## src/rtl/wb_timer_pkg.sv

```systemverilog
// Shared register map, CTRL/STATUS bit positions and constants for wb_timer.
// Latency: n/a (package only).
// Backpressure: n/a (package only).
package wb_timer_pkg;

    // Register offsets within the 8-word Wishbone window (adr_i[2:0]).
    localparam logic [2:0] OFS_CTRL     = 3'd0;
    localparam logic [2:0] OFS_PRESCALE = 3'd1;
    localparam logic [2:0] OFS_LOAD0    = 3'd2;
    localparam logic [2:0] OFS_COUNT0   = 3'd3;
    localparam logic [2:0] OFS_LOAD1    = 3'd4;
    localparam logic [2:0] OFS_COUNT1   = 3'd5;
    localparam logic [2:0] OFS_STATUS   = 3'd6;
    localparam logic [2:0] OFS_ID       = 3'd7;

    // CTRL bit positions: each channel owns an {auto, en} bit pair.
    localparam int CTRL_EN0   = 0;
    localparam int CTRL_AUTO0 = 1;
    localparam int CTRL_EN1   = 2;
    localparam int CTRL_AUTO1 = 3;

    // STATUS bit positions (write-1-to-clear expiry flags).
    localparam int STATUS_EXP0 = 0;
    localparam int STATUS_EXP1 = 1;

    localparam logic [31:0] TIMER_ID   = 32'h0000_7133;
    localparam int          NUM_CHAN   = 2;
    localparam int          PRESCALE_W = 16;

    // Per-channel control bits as held by the channel.
    typedef struct packed {
        logic auto_rl;  // reload COUNT from LOAD on expiry instead of stopping
        logic en;       // channel counts on prescaler ticks
    } chan_ctrl_t;

    // CTRL bit index of a channel's enable / auto-reload bit.
    function automatic int ctrl_en_bit(input int ch);
        return 2 * ch;
    endfunction

    function automatic int ctrl_auto_bit(input int ch);
        return 2 * ch + 1;
    endfunction

endpackage

```

## src/rtl/wb_timer_chan.sv

```systemverilog
// One timer channel: LOAD/COUNT registers, en/auto control and expiry detection.
// Latency: expire is combinational on the tick cycle; register updates land on the next edge.
// Backpressure: none; bus writes always take priority over hardware updates.
//
// Ports:
//   clk, arst          clock, asynchronous active-high reset
//   tick               one-cycle prescaler tick
//   ctrl_we, ctrl_dat  CTRL write strobe and this channel's {auto, en} bits
//   load_we, load_dat  LOAD write strobe and data (also written into COUNT)
//   ctrl, load, count  current register contents for read-back
//   expire             high in the cycle where a tick hits COUNT == 0 while enabled
module wb_timer_chan
    import wb_timer_pkg::*;
#(
    parameter int WIDTH = 24
) (
    input  logic             clk,
    input  logic             arst,
    input  logic             tick,
    input  logic             ctrl_we,
    input  chan_ctrl_t       ctrl_dat,
    input  logic             load_we,
    input  logic [WIDTH-1:0] load_dat,
    output chan_ctrl_t       ctrl,
    output logic [WIDTH-1:0] load,
    output logic [WIDTH-1:0] count,
    output logic             expire
);

    assign expire = tick && ctrl.en && (count == '0);

    always_ff @(posedge clk or posedge arst) begin
        if (arst) begin
            ctrl  <= '0;
            load  <= '0;
            count <= '0;
        end else begin
            // A CTRL write overrides the one-shot self-disable in the same cycle.
            if (ctrl_we) begin
                ctrl <= ctrl_dat;
            end else if (expire && !ctrl.auto_rl) begin
                ctrl.en <= 1'b0;
            end

            // A LOAD write sets both LOAD and COUNT and overrides any
            // same-cycle reload or decrement.
            if (load_we) begin
                load  <= load_dat;
                count <= load_dat;
            end else if (expire) begin
                if (ctrl.auto_rl) begin
                    count <= load;
                end
            end else if (tick && ctrl.en) begin
                count <= count - WIDTH'(1);
            end
        end
    end

endmodule

```

## src/rtl/wb_timer.sv

```systemverilog
// Two-channel down-counting timer with a shared 16-bit prescaler on a Wishbone slave port.
// Latency: ack_o and registered read data one cycle after a selected strobe; irq_o one cycle after expiry.
// Backpressure: none beyond the single-cycle ack; a strobe held through its ack cycle is not re-acked.
//
// Ports:
//   clk, arst            clock, asynchronous active-high reset
//   adr_i [14:0]         word address; selected when adr_i[14:3] == BASE[14:3]
//   dat_i / dat_o [31:0] write data / registered read data (0 when ack_o is low)
//   we_i, stb_i, ack_o   Wishbone write enable, strobe and acknowledge
//   irq_o [1:0]          one-cycle expiry pulse per channel
module wb_timer
    import wb_timer_pkg::*;
#(
    parameter logic [14:0] BASE  = 15'h7F00,
    parameter int          WIDTH = 24        // 1..32
) (
    input  logic        clk,
    input  logic        arst,
    input  logic [14:0] adr_i,
    input  logic [31:0] dat_i,
    output logic [31:0] dat_o,
    input  logic        we_i,
    input  logic        stb_i,
    output logic        ack_o,
    output logic [1:0]  irq_o
);

    // ---------------------------------------------------------------
    // Bus decode
    // ---------------------------------------------------------------
    logic       sel;
    logic       acc;     // transaction accepted this cycle (ack rises next edge)
    logic       wr_stb;
    logic       rd_stb;
    logic [2:0] ofs;

    assign sel    = stb_i && (adr_i[14:3] == BASE[14:3]);
    assign acc    = sel && !ack_o;
    assign wr_stb = acc && we_i;
    assign rd_stb = acc && !we_i;
    assign ofs    = adr_i[2:0];

    logic                ctrl_we;
    logic                psc_we;
    logic                stat_we;
    logic [NUM_CHAN-1:0] load_we;

    assign ctrl_we = wr_stb && (ofs == OFS_CTRL);
    assign psc_we  = wr_stb && (ofs == OFS_PRESCALE);
    assign stat_we = wr_stb && (ofs == OFS_STATUS);
    assign load_we = {wr_stb && (ofs == OFS_LOAD1), wr_stb && (ofs == OFS_LOAD0)};

    // Only part of dat_i is stored for any register; fold the rest here.
    logic unused_dat;
    assign unused_dat = &{1'b0, dat_i};

    // ---------------------------------------------------------------
    // Prescaler: counts down from PRESCALE, ticks on 0, then reloads.
    // With PRESCALE = 0 the counter sits at 0 and ticks every cycle.
    // ---------------------------------------------------------------
    logic [PRESCALE_W-1:0] psc_reg;
    logic [PRESCALE_W-1:0] psc_cnt;
    logic                  tick;

    assign tick = (psc_cnt == '0);

    always_ff @(posedge clk or posedge arst) begin
        if (arst) begin
            psc_reg <= '0;
            psc_cnt <= '0;
        end else if (psc_we) begin
            // Restart the prescale period from the new value.
            psc_reg <= dat_i[PRESCALE_W-1:0];
            psc_cnt <= dat_i[PRESCALE_W-1:0];
        end else if (tick) begin
            psc_cnt <= psc_reg;
        end else begin
            psc_cnt <= psc_cnt - PRESCALE_W'(1);
        end
    end

    // ---------------------------------------------------------------
    // Channels
    // ---------------------------------------------------------------
    chan_ctrl_t          ctrl_wdat [NUM_CHAN];
    chan_ctrl_t          ctrl_q    [NUM_CHAN];
    logic [WIDTH-1:0]    load_q    [NUM_CHAN];
    logic [WIDTH-1:0]    count_q   [NUM_CHAN];
    logic [NUM_CHAN-1:0] expire;

    for (genvar ch = 0; ch < NUM_CHAN; ch++) begin : g_chan
        assign ctrl_wdat[ch] = '{auto_rl: dat_i[ctrl_auto_bit(ch)],
                                 en:      dat_i[ctrl_en_bit(ch)]};

        wb_timer_chan #(
            .WIDTH (WIDTH)
        ) u_chan (
            .clk      (clk),
            .arst     (arst),
            .tick     (tick),
            .ctrl_we  (ctrl_we),
            .ctrl_dat (ctrl_wdat[ch]),
            .load_we  (load_we[ch]),
            .load_dat (dat_i[WIDTH-1:0]),
            .ctrl     (ctrl_q[ch]),
            .load     (load_q[ch]),
            .count    (count_q[ch]),
            .expire   (expire[ch])
        );
    end

    // ---------------------------------------------------------------
    // STATUS and interrupts. A same-cycle expiry beats write-1-to-clear.
    // ---------------------------------------------------------------
    logic [NUM_CHAN-1:0] status_q;
    logic [NUM_CHAN-1:0] w1c_mask;

    assign w1c_mask = stat_we ? dat_i[NUM_CHAN-1:0] : '0;

    always_ff @(posedge clk or posedge arst) begin
        if (arst) begin
            status_q <= '0;
            irq_o    <= '0;
        end else begin
            status_q <= (status_q & ~w1c_mask) | expire;
            irq_o    <= expire;
        end
    end

    // ---------------------------------------------------------------
    // Read mux and bus response
    // ---------------------------------------------------------------
    logic [31:0] rd_dat;

    always_comb begin
        rd_dat = '0;
        case (ofs)
            OFS_CTRL: begin
                rd_dat[CTRL_EN0]   = ctrl_q[0].en;
                rd_dat[CTRL_AUTO0] = ctrl_q[0].auto_rl;
                rd_dat[CTRL_EN1]   = ctrl_q[1].en;
                rd_dat[CTRL_AUTO1] = ctrl_q[1].auto_rl;
            end
            OFS_PRESCALE: rd_dat[PRESCALE_W-1:0] = psc_reg;
            OFS_LOAD0:    rd_dat[WIDTH-1:0]      = load_q[0];
            OFS_COUNT0:   rd_dat[WIDTH-1:0]      = count_q[0];
            OFS_LOAD1:    rd_dat[WIDTH-1:0]      = load_q[1];
            OFS_COUNT1:   rd_dat[WIDTH-1:0]      = count_q[1];
            OFS_STATUS: begin
                rd_dat[STATUS_EXP0] = status_q[0];
                rd_dat[STATUS_EXP1] = status_q[1];
            end
            default:      rd_dat = TIMER_ID;
        endcase
    end

    always_ff @(posedge clk or posedge arst) begin
        if (arst) begin
            ack_o <= 1'b0;
            dat_o <= '0;
        end else begin
            ack_o <= acc;
            dat_o <= rd_stb ? rd_dat : '0;
        end
    end

endmodule

```

## config.mk

```make
export PLATFORM = sky130hd
export DESIGN_NAME = wb_timer
export DESIGN_NICKNAME = d
export VERILOG_FILES = /design/src/rtl/wb_timer_pkg.sv /design/src/rtl/wb_timer_chan.sv /design/src/rtl/wb_timer.sv
export SDC_FILE = /design/constraint.sdc
export NUM_CORES = 1
export LEC_CHECK = 0
export CAP_MARGIN = 25
export CORE_ASPECT_RATIO = 2
export CORE_MARGIN = 1
export CORE_UTILIZATION = 25
export CTS_CLUSTER_SIZE = 8
export DETAILED_ROUTE_END_ITERATION = 16
export SYNTH_ARGS = -nofsm -noshare
export SYNTH_HDL_FRONTEND = slang
export SYNTH_SLANG_ARGS = --single-unit
```

## constraint.sdc

```tcl
create_clock -name clk -period 6.99 [get_ports clk]
set_clock_uncertainty 0.15 [all_clocks]
set_input_delay 0.699 -clock clk [delete_from_list [all_inputs] [get_ports clk]]
set_output_delay 0.699 -clock clk [all_outputs]
set_load 0.05 [all_outputs]
```

# After elaboration in Yosys (flattened, before gate mapping)
# Index checks and enable logic that the tools add are counted.
dict set report word_totals {
  ram_bits 0
  latchBits 0
  memories 0
  mem_bits_ro 0
  elab_cells 79
  ff_bits 161
  inputBits 51
}
dict set report classes {
  add_sub_neg 3
  mul 0
  div_mod_pow 0
  bitwise_logic 3
  n_reduce_logical 30
  magnitude_cmp 0
  n_eq_ne 9
  shift 0
  n_mux 20
}
# op n
set ops {}
lappend ops {{24-bit two-way mux} 9}
lappend ops {{12-bit one-hot mux with 6 select lines} 1}
lappend ops {{24-bit zero test} 2}
lappend ops {{24-bit by 1-bit subtractor with 24-bit output (second input constant)} 2}
lappend ops {{16-bit two-way mux} 2}
lappend ops {{8-bit one-hot mux with 4 select lines} 1}
lappend ops {{16-bit zero test} 1}
lappend ops {{16-bit by 1-bit subtractor with 16-bit output (second input constant)} 1}
lappend ops {{1-bit logical AND} 15}
lappend ops {{2-bit one-hot mux with 7 select lines} 1}
lappend ops {{12-bit == test (second input constant)} 1}
lappend ops {{2-bit one-hot mux with 6 select lines} 1}
lappend ops {{3-bit == test (second input constant)} 3}
lappend ops {{3-bit by 2-bit == test with 1-bit output (second input constant)} 2}
lappend ops {{3-bit by 1-bit != test with 1-bit output (second input constant)} 2}
lappend ops {{3-bit nonzero test} 2}
lappend ops {{1-bit zero test} 4}
lappend ops {{1-bit two-way mux} 4}
lappend ops {{2-bit AND reduction} 2}
lappend ops {{2-bit nonzero test} 2}
lappend ops {{3-bit by 1-bit == test with 1-bit output (second input constant)} 1}
lappend ops {{3-bit zero test} 1}
lappend ops {{2-bit bitwise AND} 1}
lappend ops {{2-bit two-way mux} 1}
lappend ops {{3 further kinds} 3}

# Longest topological paths before layout
# Gate-level depths: netlist of run 1.
dict set report logic_depth {
  word_depth 9
  mapped_depth 10
  ltp_nobuf 9
}

# By module
# Synthesis of run 1 repeated with hierarchy kept, for this count alone.
dict set report hier_totals {
  hier_cells 975
  area_unflattened_um2 9355.2
}
# module seq_area_each_um2 area_per_inst_um2 cells_each n_inst
set modules_own_cells {}
lappend modules_own_cells {wb_timer_chan 1251.2 2765.2 292 2}
lappend modules_own_cells {wb_timer 1526.5 3824.9 391 1}

# Worst setup path after synthesis of run 1
# Ideal clock, no wire load.
dict set report synth_timing {
  path_kind {input to register}
  from {input adr_i[4]}
  to {register g_chan[1].u_chan.count[13]}
  stages 7
  required_ps 6716
  setup_slack_ps 4182
  arrival_time_ps 2534
  cell_sequence {or4_4 -> or4_4 -> nor2_4 -> or2_1 -> buf_2 -> a21boi_1 -> a211o_1}
}
dict set report synth_between {
  elab_chain_cells 7
  elab_cells_between_ends 9
  cone_classes {eq/ne: 2; mux: 1; reduce/logical: 6}
}
# element line_no
set synth_rtl {}
lappend synth_rtl {{start, declared} wb_timer.sv:19} ;# input logic [14:0] adr_i,
lappend synth_rtl {{12-bit == test *} wb_timer.sv:37} ;# assign sel = stb_i && (adr_i[14:3] == BASE[14:3]);
lappend synth_rtl {{1-bit logical AND *} wb_timer.sv:37}
lappend synth_rtl {{1-bit logical AND *} wb_timer.sv:38} ;# assign acc = sel && !ack_o;
lappend synth_rtl {{1-bit logical AND *} wb_timer.sv:39} ;# assign wr_stb = acc && we_i;
lappend synth_rtl {{1-bit logical AND *} wb_timer.sv:51} ;# assign load_we = {wr_stb && (ofs == OFS_LOAD1), wr_stb && (ofs == OFS_LOAD0)};
lappend synth_rtl {{3-bit by 1-bit != test with 1-bit output (no line) / 3-bit nonzero test (equally long branches)} n/a}
lappend synth_rtl {{2-bit AND reduction (no line)} n/a}
lappend synth_rtl {{end signal, assigned} wb_timer_chan.sv:49} ;# count <= load_dat;
lappend synth_rtl {{end signal, assigned} wb_timer_chan.sv:52} ;# count <= load;
lappend synth_rtl {{end signal, assigned} wb_timer_chan.sv:55} ;# count <= count - WIDTH'(1);
lappend synth_rtl {{end, declared} wb_timer_chan.sv:26} ;# output logic [WIDTH-1:0] count,
# Mark *: on every way between the ends. The rest lies on a longest branch, timed or not.
# A chain may end at the register's enable or synchronous reset.

# Worst setup path after layout of run 1
dict set report layout_timing {
  from {register g_chan[0].u_chan.count[0]}
  to {register g_chan[0].u_chan.count[11]}
}
dict set report layout_between {
  elab_chain_cells 4
  elab_cells_between_ends 9
  cone_classes {add/sub: 1; eq/ne: 1; mux: 3; reduce/logical: 4}
}
# element line_no
set layout_rtl {}
lappend layout_rtl {{start, declared} wb_timer_chan.sv:26}
lappend layout_rtl {{start signal, assigned} wb_timer_chan.sv:49}
lappend layout_rtl {{start signal, assigned} wb_timer_chan.sv:52}
lappend layout_rtl {{start signal, assigned} wb_timer_chan.sv:55}
lappend layout_rtl {{24-bit by 1-bit subtractor with 24-bit output / 24-bit zero test (equally long branches)} {wb_timer_chan.sv:55, wb_timer_chan.sv:30}}
lappend layout_rtl {{24-bit two-way mux / 1-bit logical AND (equally long branches)} {wb_timer_chan.sv:54, wb_timer_chan.sv:30}}
lappend layout_rtl {{24-bit two-way mux (tied with other cells)} wb_timer_chan.sv:50} ;# end else if (expire) begin
lappend layout_rtl {{24-bit two-way mux / 2-bit AND reduction (equally long branches)} n/a}
# Several ways; a longest one is shown, not always the timed one. The select of a mux whose other input is x is not followed.

==> run metrics, run 1 <==
Core ar. 36400 um^2; cell family with most CP delay simple AND/OR/NAND/NOR gates; critical path capture point type register; CP max stage cell o31ai_2; # setup viols final 0; TritonCTS Buffers 17; Tot GR Track Use 0.196; Die ar. about 38000 um^2; via count about 8600; Via density 5.47; starting density of the core 0.254; placed insts between 1500 and 2000; die width about 140 um; CTS clk-pin slew, worst paths approximately 0.07 ns; WP data required 7.17 ns; CP arrival between 4 and 5 ns; cell area after synthesis between 9000 and 10000 um^2; CP Class reg2reg; setup TNS 0 ns; Synth Warn # 0; Max VDD drop roughly 0.14 mV; worst path bufs/invs 1; Port Buf Inserts 69; Post-synth EDFFs 0; Tcrit/Tclk final 0.558; setup bufs post-CTS 0; leakage 4.59 nW; MaxCap Viol Count 0; Remaining DRCs 0; WL final around 36 mm; RSZ-0062 raised after global routing false; worst skew pair latency 0.44 ns; fin. max-slew vios 0; Synth async-reset ratio 1.00; I/O Pins 86; CTS tree yes; synth top area cells dfrtp_1 (44%), nand2_1 (9.4%), mux2i_1 (3.4%); ys flop type dfrtp_1; sequential share of the synthesized area 0.436; First-pass DRT Iterations 6; Slew Limit Headroom 0.318; diodes inserted 0; clk buf depth 2; Non-Filler Instances between 1500 and 2000; clk sinks around 160; synth-to-layout area growth 18.3%; measured slew at the worst slew-check pin 1.02 ns; Routed Antenna Nets 0; first-pass GRT wire length 53.2 mm; total grt overflow 0; CP cell instances inv_1 > ha_1 > nor3b_1 > nand4_2 > o31ai_2 > nand2_1 > and3_1 > a211o_1; Synth area leader dfrtp_1; most frequent cells after synthesis nand2_1 (231), dfrtp_1 (161), nor2_1 (73), o21ai_0 (59), a21oi_1 (53); detailed-route wire length per cell ~23 um; Critical Path Source Type register; Avg Inst Size Synth ~8.7 um^2; largest net degree at the start of global routing 62; Final Hold Viols 0; chip height 274 um; GPL Wtd Cong 0.959; Crit path largest cell delay between 0.9 and 1 ns; Root Driver clkbuf_16; Synth top area share 0.436; detailed placement HPWL ~27 mm; run status finished, final reports clean; Largest regs g_chan.u_chan.count x48, g_chan.u_chan.load x48, dat_o x24; H-tree levels 4; #FFs+latches synth around 160; vias in the first global route 8499; hold_buf cts 0; initial antenna violation count 0; CP max FO 14; Tightest Hold Check Type reg2reg; min Tclk post-route roughly 4 ns; top-count cell post-synth nand2_1; Post-CTS Resized 0; Yosys cell types 78; power per cell area 185 nW/um^2; share of layout cells above drive strength 1 0.0911; f_max around 260 MHz; FP Rows 99; Power, Total ~2.0 mW; Nets approximately 1200; DR iter-0 viols between 700 and 800; synthesized instance count between 1000 and 1500
==> tightest hold or removal path, stage by stage, from the launching register on <==
cell     delay [ns]
dfrtp_1        0.36
nand2_1        0.05
nand2_1        0.05
==> placed cells by master (no fill, tap or decap), drive strengths merged, types with 5 or more instances in the layout <==
cell           count
dfrtp            161
a32oi              6
clkdlybuf4s50     68
a22oi             12
and3              10
nand4             14
a21oi             53
nor2b              8
nor3              28
a211oi             9
mux2              22
nor2              75
nand2b            10
a222oi             8
buf               19
xnor2             11
ha                 6
o21ai             93
or4               11
xor2               8
clkinv             5
conb               8
o211ai            17
a31oi             16
nand3             23
or3                6
o22ai              8
nand4b             5
inv               20
mux2i             31
nor4              23
clkbuf            20
or2                5
a22o               5
o22a               7
nand2            232
and2               6
==> path summary, 6_finish.rpt <==
check / slack, ns / cells after the start / endpoint / from
max in group asynchronous: 5.00 / 3 / dat_o[6]$_DFF_PP0_ / arst
min in group asynchronous: 0.48 / 2 / g_chan[1].u_chan.load[14]$_DFFE_PP0P_ / arst
setup / recovery: 3.09 / 8 / g_chan[0].u_chan.count[11]$_DFFE_PP0P_ / g_chan[0].u_chan.count[0]$_DFFE_PP0P_
setup reg to reg: 3.09 / 8 / g_chan[0].u_chan.count[11]$_DFFE_PP0P_ / g_chan[0].u_chan.count[0]$_DFFE_PP0P_
hold reg to reg: 0.34 / 2 / g_chan[0].u_chan.load[8]$_DFFE_PP0P_ / g_chan[0].u_chan.load[8]$_DFFE_PP0P_
hold / removal: 0.34 / 2 / g_chan[0].u_chan.load[8]$_DFFE_PP0P_ / g_chan[0].u_chan.load[8]$_DFFE_PP0P_
==> cell type report <==
type / count / area (um^2)
clock buffer: 20 / 457
clock inverter: 11 / 106
fill: 3886 / 25500
inverter: 18 / 72.6
multi-input combinational: 823 / 4870
sequential: 161 / 4030
tap: 454 / 568
timing repair buffer: 87 / 841
==> power breakdown <==
| group | leakage (nW) | total (mW) | internal (mW) | switching (mW) |
|---|---|---|---|---|
| combinational | 2.28 | 0.146 | 0.0508 | 0.0955 |
| clock | 0.269 | 0.922 | 0.509 | 0.413 |
| sequential | 2.04 | 0.958 | 0.942 | 0.0157 |
| total | 4.59 | 2.03 | 1.50 | 0.524 |
==> metrics by stage <==
stage               setup slack (ns)  area, um^2  utilization  hold WS [ns]
finish                          3.09       10900        0.301         0.340
global route                    2.91       10900        0.301         0.351
CTS                             3.17       10900        0.300         0.341
detailed placement              2.90       10400        0.284         0.327
global placement                2.90       10400        0.284         0.323
floorplan                       1.79        9270            -         0.301
==> cell families (layout without fill, tap and decap cells) <==
logic type,Yosys count,in the layout,share of synthesized area
AND/OR/NAND/NOR,470,470,0.252
AO/OA/AOI/OAI,267,267,0.184
flip-flops,161,161,0.436
buffers and inverters,85,136,0.0410
multiplexers,53,53,0.0603
XOR/XNOR,19,19,0.0180
adder cells (fa/ha/maj),6,6,0.00812
other,1,8,0.000406
==> per-layer routing <==
metal | vias up | track usage | share of wire
met4 | 0 | 0.177 | 0.093
met3 | 126 | 0.0309 | 0.046
li1 | 3907 | - | -
met2 | 358 | 0.352 | 0.53
met5 | - | 0 | 0
met1 | 4216 | 0.188 | 0.33
Note: power is estimated with default switching activity, not from simulation.
==> inputs of run 2 (changes only) <==
- clock period: 6.99 -> 3.2 ns (I/O delays scaled with it)
==> run 2 against run 1 <==
Against the previous run:
- worst setup slack worse by 2.8 ns
- clock power is 140% higher
- sequential power is 120% higher
- first-iteration DRC count is 1.2% lower
- combinational power is 150% higher
- wire length is 6.9% higher
- final cell count is 4.1% higher
- sequential share of layout area is 2.0 points lower
- largest power group is now clock
==> run metrics, run 2 (synthesized netlist as in run 1, its figures left out) <==
run status finished, final reports clean; diodes inserted 0; initial antenna violation count 0; CTS clk-pin slew, worst paths 0.07 ns; CP Class reg2reg; grt met2 use 0.383; First-pass DRT Iterations 7; RSZ-0062 raised after global routing false; TritonCTS Buffers 17; Final Hold Viols 0; met1 Resource Use GR 0.211; clk sinks between 150 and 200; # setup viols final 0; clk buf depth 2; R2R Path Start g_chan[0].u_chan.count[8]$_DFFE_PP0P_; detailed placement HPWL 29.4 mm; Worst Reg-to-Reg Cells 7; Root Driver clkbuf_16; critical path capture point type register; FP Rows between 90 and 100; Tightest Hold Check Type in2async; CP max FO 8; setup bufs post-CTS 0; reg-to-reg slack, setup 0.26 ns; fin. max-slew vios 0; via count 8846; synth-to-layout area growth 25.1%; Critical Path Source Type register; M3 GR Usage 0.0349; GPL Wtd Cong ~1; Psw around 1.2 mW; measured slew at the worst slew-check pin 0.951 ns; DR iter-0 viols 750; CTS tree yes; Clk network pwr share 0.474; Sw Ratio 0.257; CP arrival between 3 and 4 ns; power per cell area between 400 and 500 nW/um^2; H-tree levels 4; vias in the first global route 9014; min Tclk post-route 2.94 ns; placed insts ~1600; Tot GR Track Use 0.213; Nets 1229; most common cell after layout, fill and taps aside nand2_1; Routed Antenna Nets 0; WL final between 30 and 40 mm; setup TNS 0 ns; total grt overflow 0; Max VDD drop around 0.26 mV; Core ar. approximately 36000 um^2; Flop pwr share 0.449; leakage 4.94 nW; die width roughly 140 um; Port Buf Inserts just under 70; setup ws final 0.256 ns; Tcrit/Tclk final 0.920; largest net degree at the start of global routing 40; worst skew pair latency approximately 0.45 ns; share of layout cells above drive strength 1 0.140; Slew Limit Headroom 0.363; f_max between 300 and 400 MHz; worst slack at placement between 0.15 and 0.2 ns; Power, Total about 4.7 mW; hold_buf cts 0; RR Endpoint g_chan[0].u_chan.count[17]$_DFFE_PP0P_; starting density of the core 0.254; chip height 274 um; MaxCap Viol Count 0; WP data required 3.43 ns; detailed-route wire length per cell 23.5 um; most used routing layer met2; Non-Filler Instances 1639; Post-CTS Resized 0; Via density roughly 5.4; Remaining DRCs 0; Die ar. roughly 38000 um^2; first-pass GRT wire length 57.5 mm; commonest cells after routing, fill and taps aside nand2_1 (231), dfrtp_1 (161), nor2_1 (73), buf_4 (73), clkdlybuf4s50_1 (68); Largest regs g_chan.u_chan.count x48, g_chan.u_chan.load x48, dat_o x24; Int Pwr roughly 3.5 mW; I/O Pins 86; Comb power frac 0.077
## run 2: final cells by class
cell class,instances,area (um^2)
Tap cell,454,568
Clock buffer,19,443
Fill cell,3813,24900
Timing Repair Buffer,151,1410
Clock inverter,13,175
Inverter,18,71.3
Sequential cell,161,4030
Multi-Input combinational cell,823,4870
## run 2: worst max-delay path by stage
stage                     slack, ns                                  start                                      to  depth (start not counted)
after global placement         0.16                               adr_i[4]   g_chan[0].u_chan.count[3]$_DFFE_PP0P_                          9
after global routing           0.07  g_chan[1].u_chan.count[0]$_DFFE_PP0P_  g_chan[1].u_chan.count[10]$_DFFE_PP0P_                          8
after detailed placement       0.16                               adr_i[4]   g_chan[1].u_chan.count[8]$_DFFE_PP0P_                          7
after CTS                      0.28  g_chan[0].u_chan.count[0]$_DFFE_PP0P_   g_chan[0].u_chan.count[9]$_DFFE_PP0P_                          9
after floorplan                0.66                        ack_o$_DFF_PP0_  g_chan[1].u_chan.count[13]$_DFFE_PP0P_                          7
final                          0.26  g_chan[0].u_chan.count[8]$_DFFE_PP0P_  g_chan[0].u_chan.count[17]$_DFFE_PP0P_                          7
## run 2: metrics by stage
stage          hold WS (ns)  area [um^2]   util
3_5_place_dp          0.335        10900  0.300
2_1_floorplan         0.282         9280      -
3_3_place_gp          0.327        10900  0.300
4_1_cts               0.280        11500  0.317
5_1_grt               0.191        11600  0.318
6_report              0.168        11600  0.318
## run 2: critical path, stage by stage (launching register included)
cell	delay, ns
dfrtp_1	0.48
nor4_2	0.54
nand3_1	0.27
buf_4	0.25
nor3_1	0.71
a22o_1	0.26
a21oi_1	0.07
a21oi_1	0.14
## run 2: metal layers
metal  wire (um)  up-vias
met1       13100     4332
met4        3200        0
met2       20600      348
met5           0        -
met3        1610      128
li1            -     4038
## run 2: power groups by stage
stage	Clock (mW)	Sequential, mW	Combinational, mW
final	2.20	2.09	0.360
after global routing	2.30	2.10	0.383
after floorplan	0	2.12	0.176
after CTS	2.23	2.09	0.357
after detailed placement	0	2.13	0.355
after global placement	0	2.13	0.353
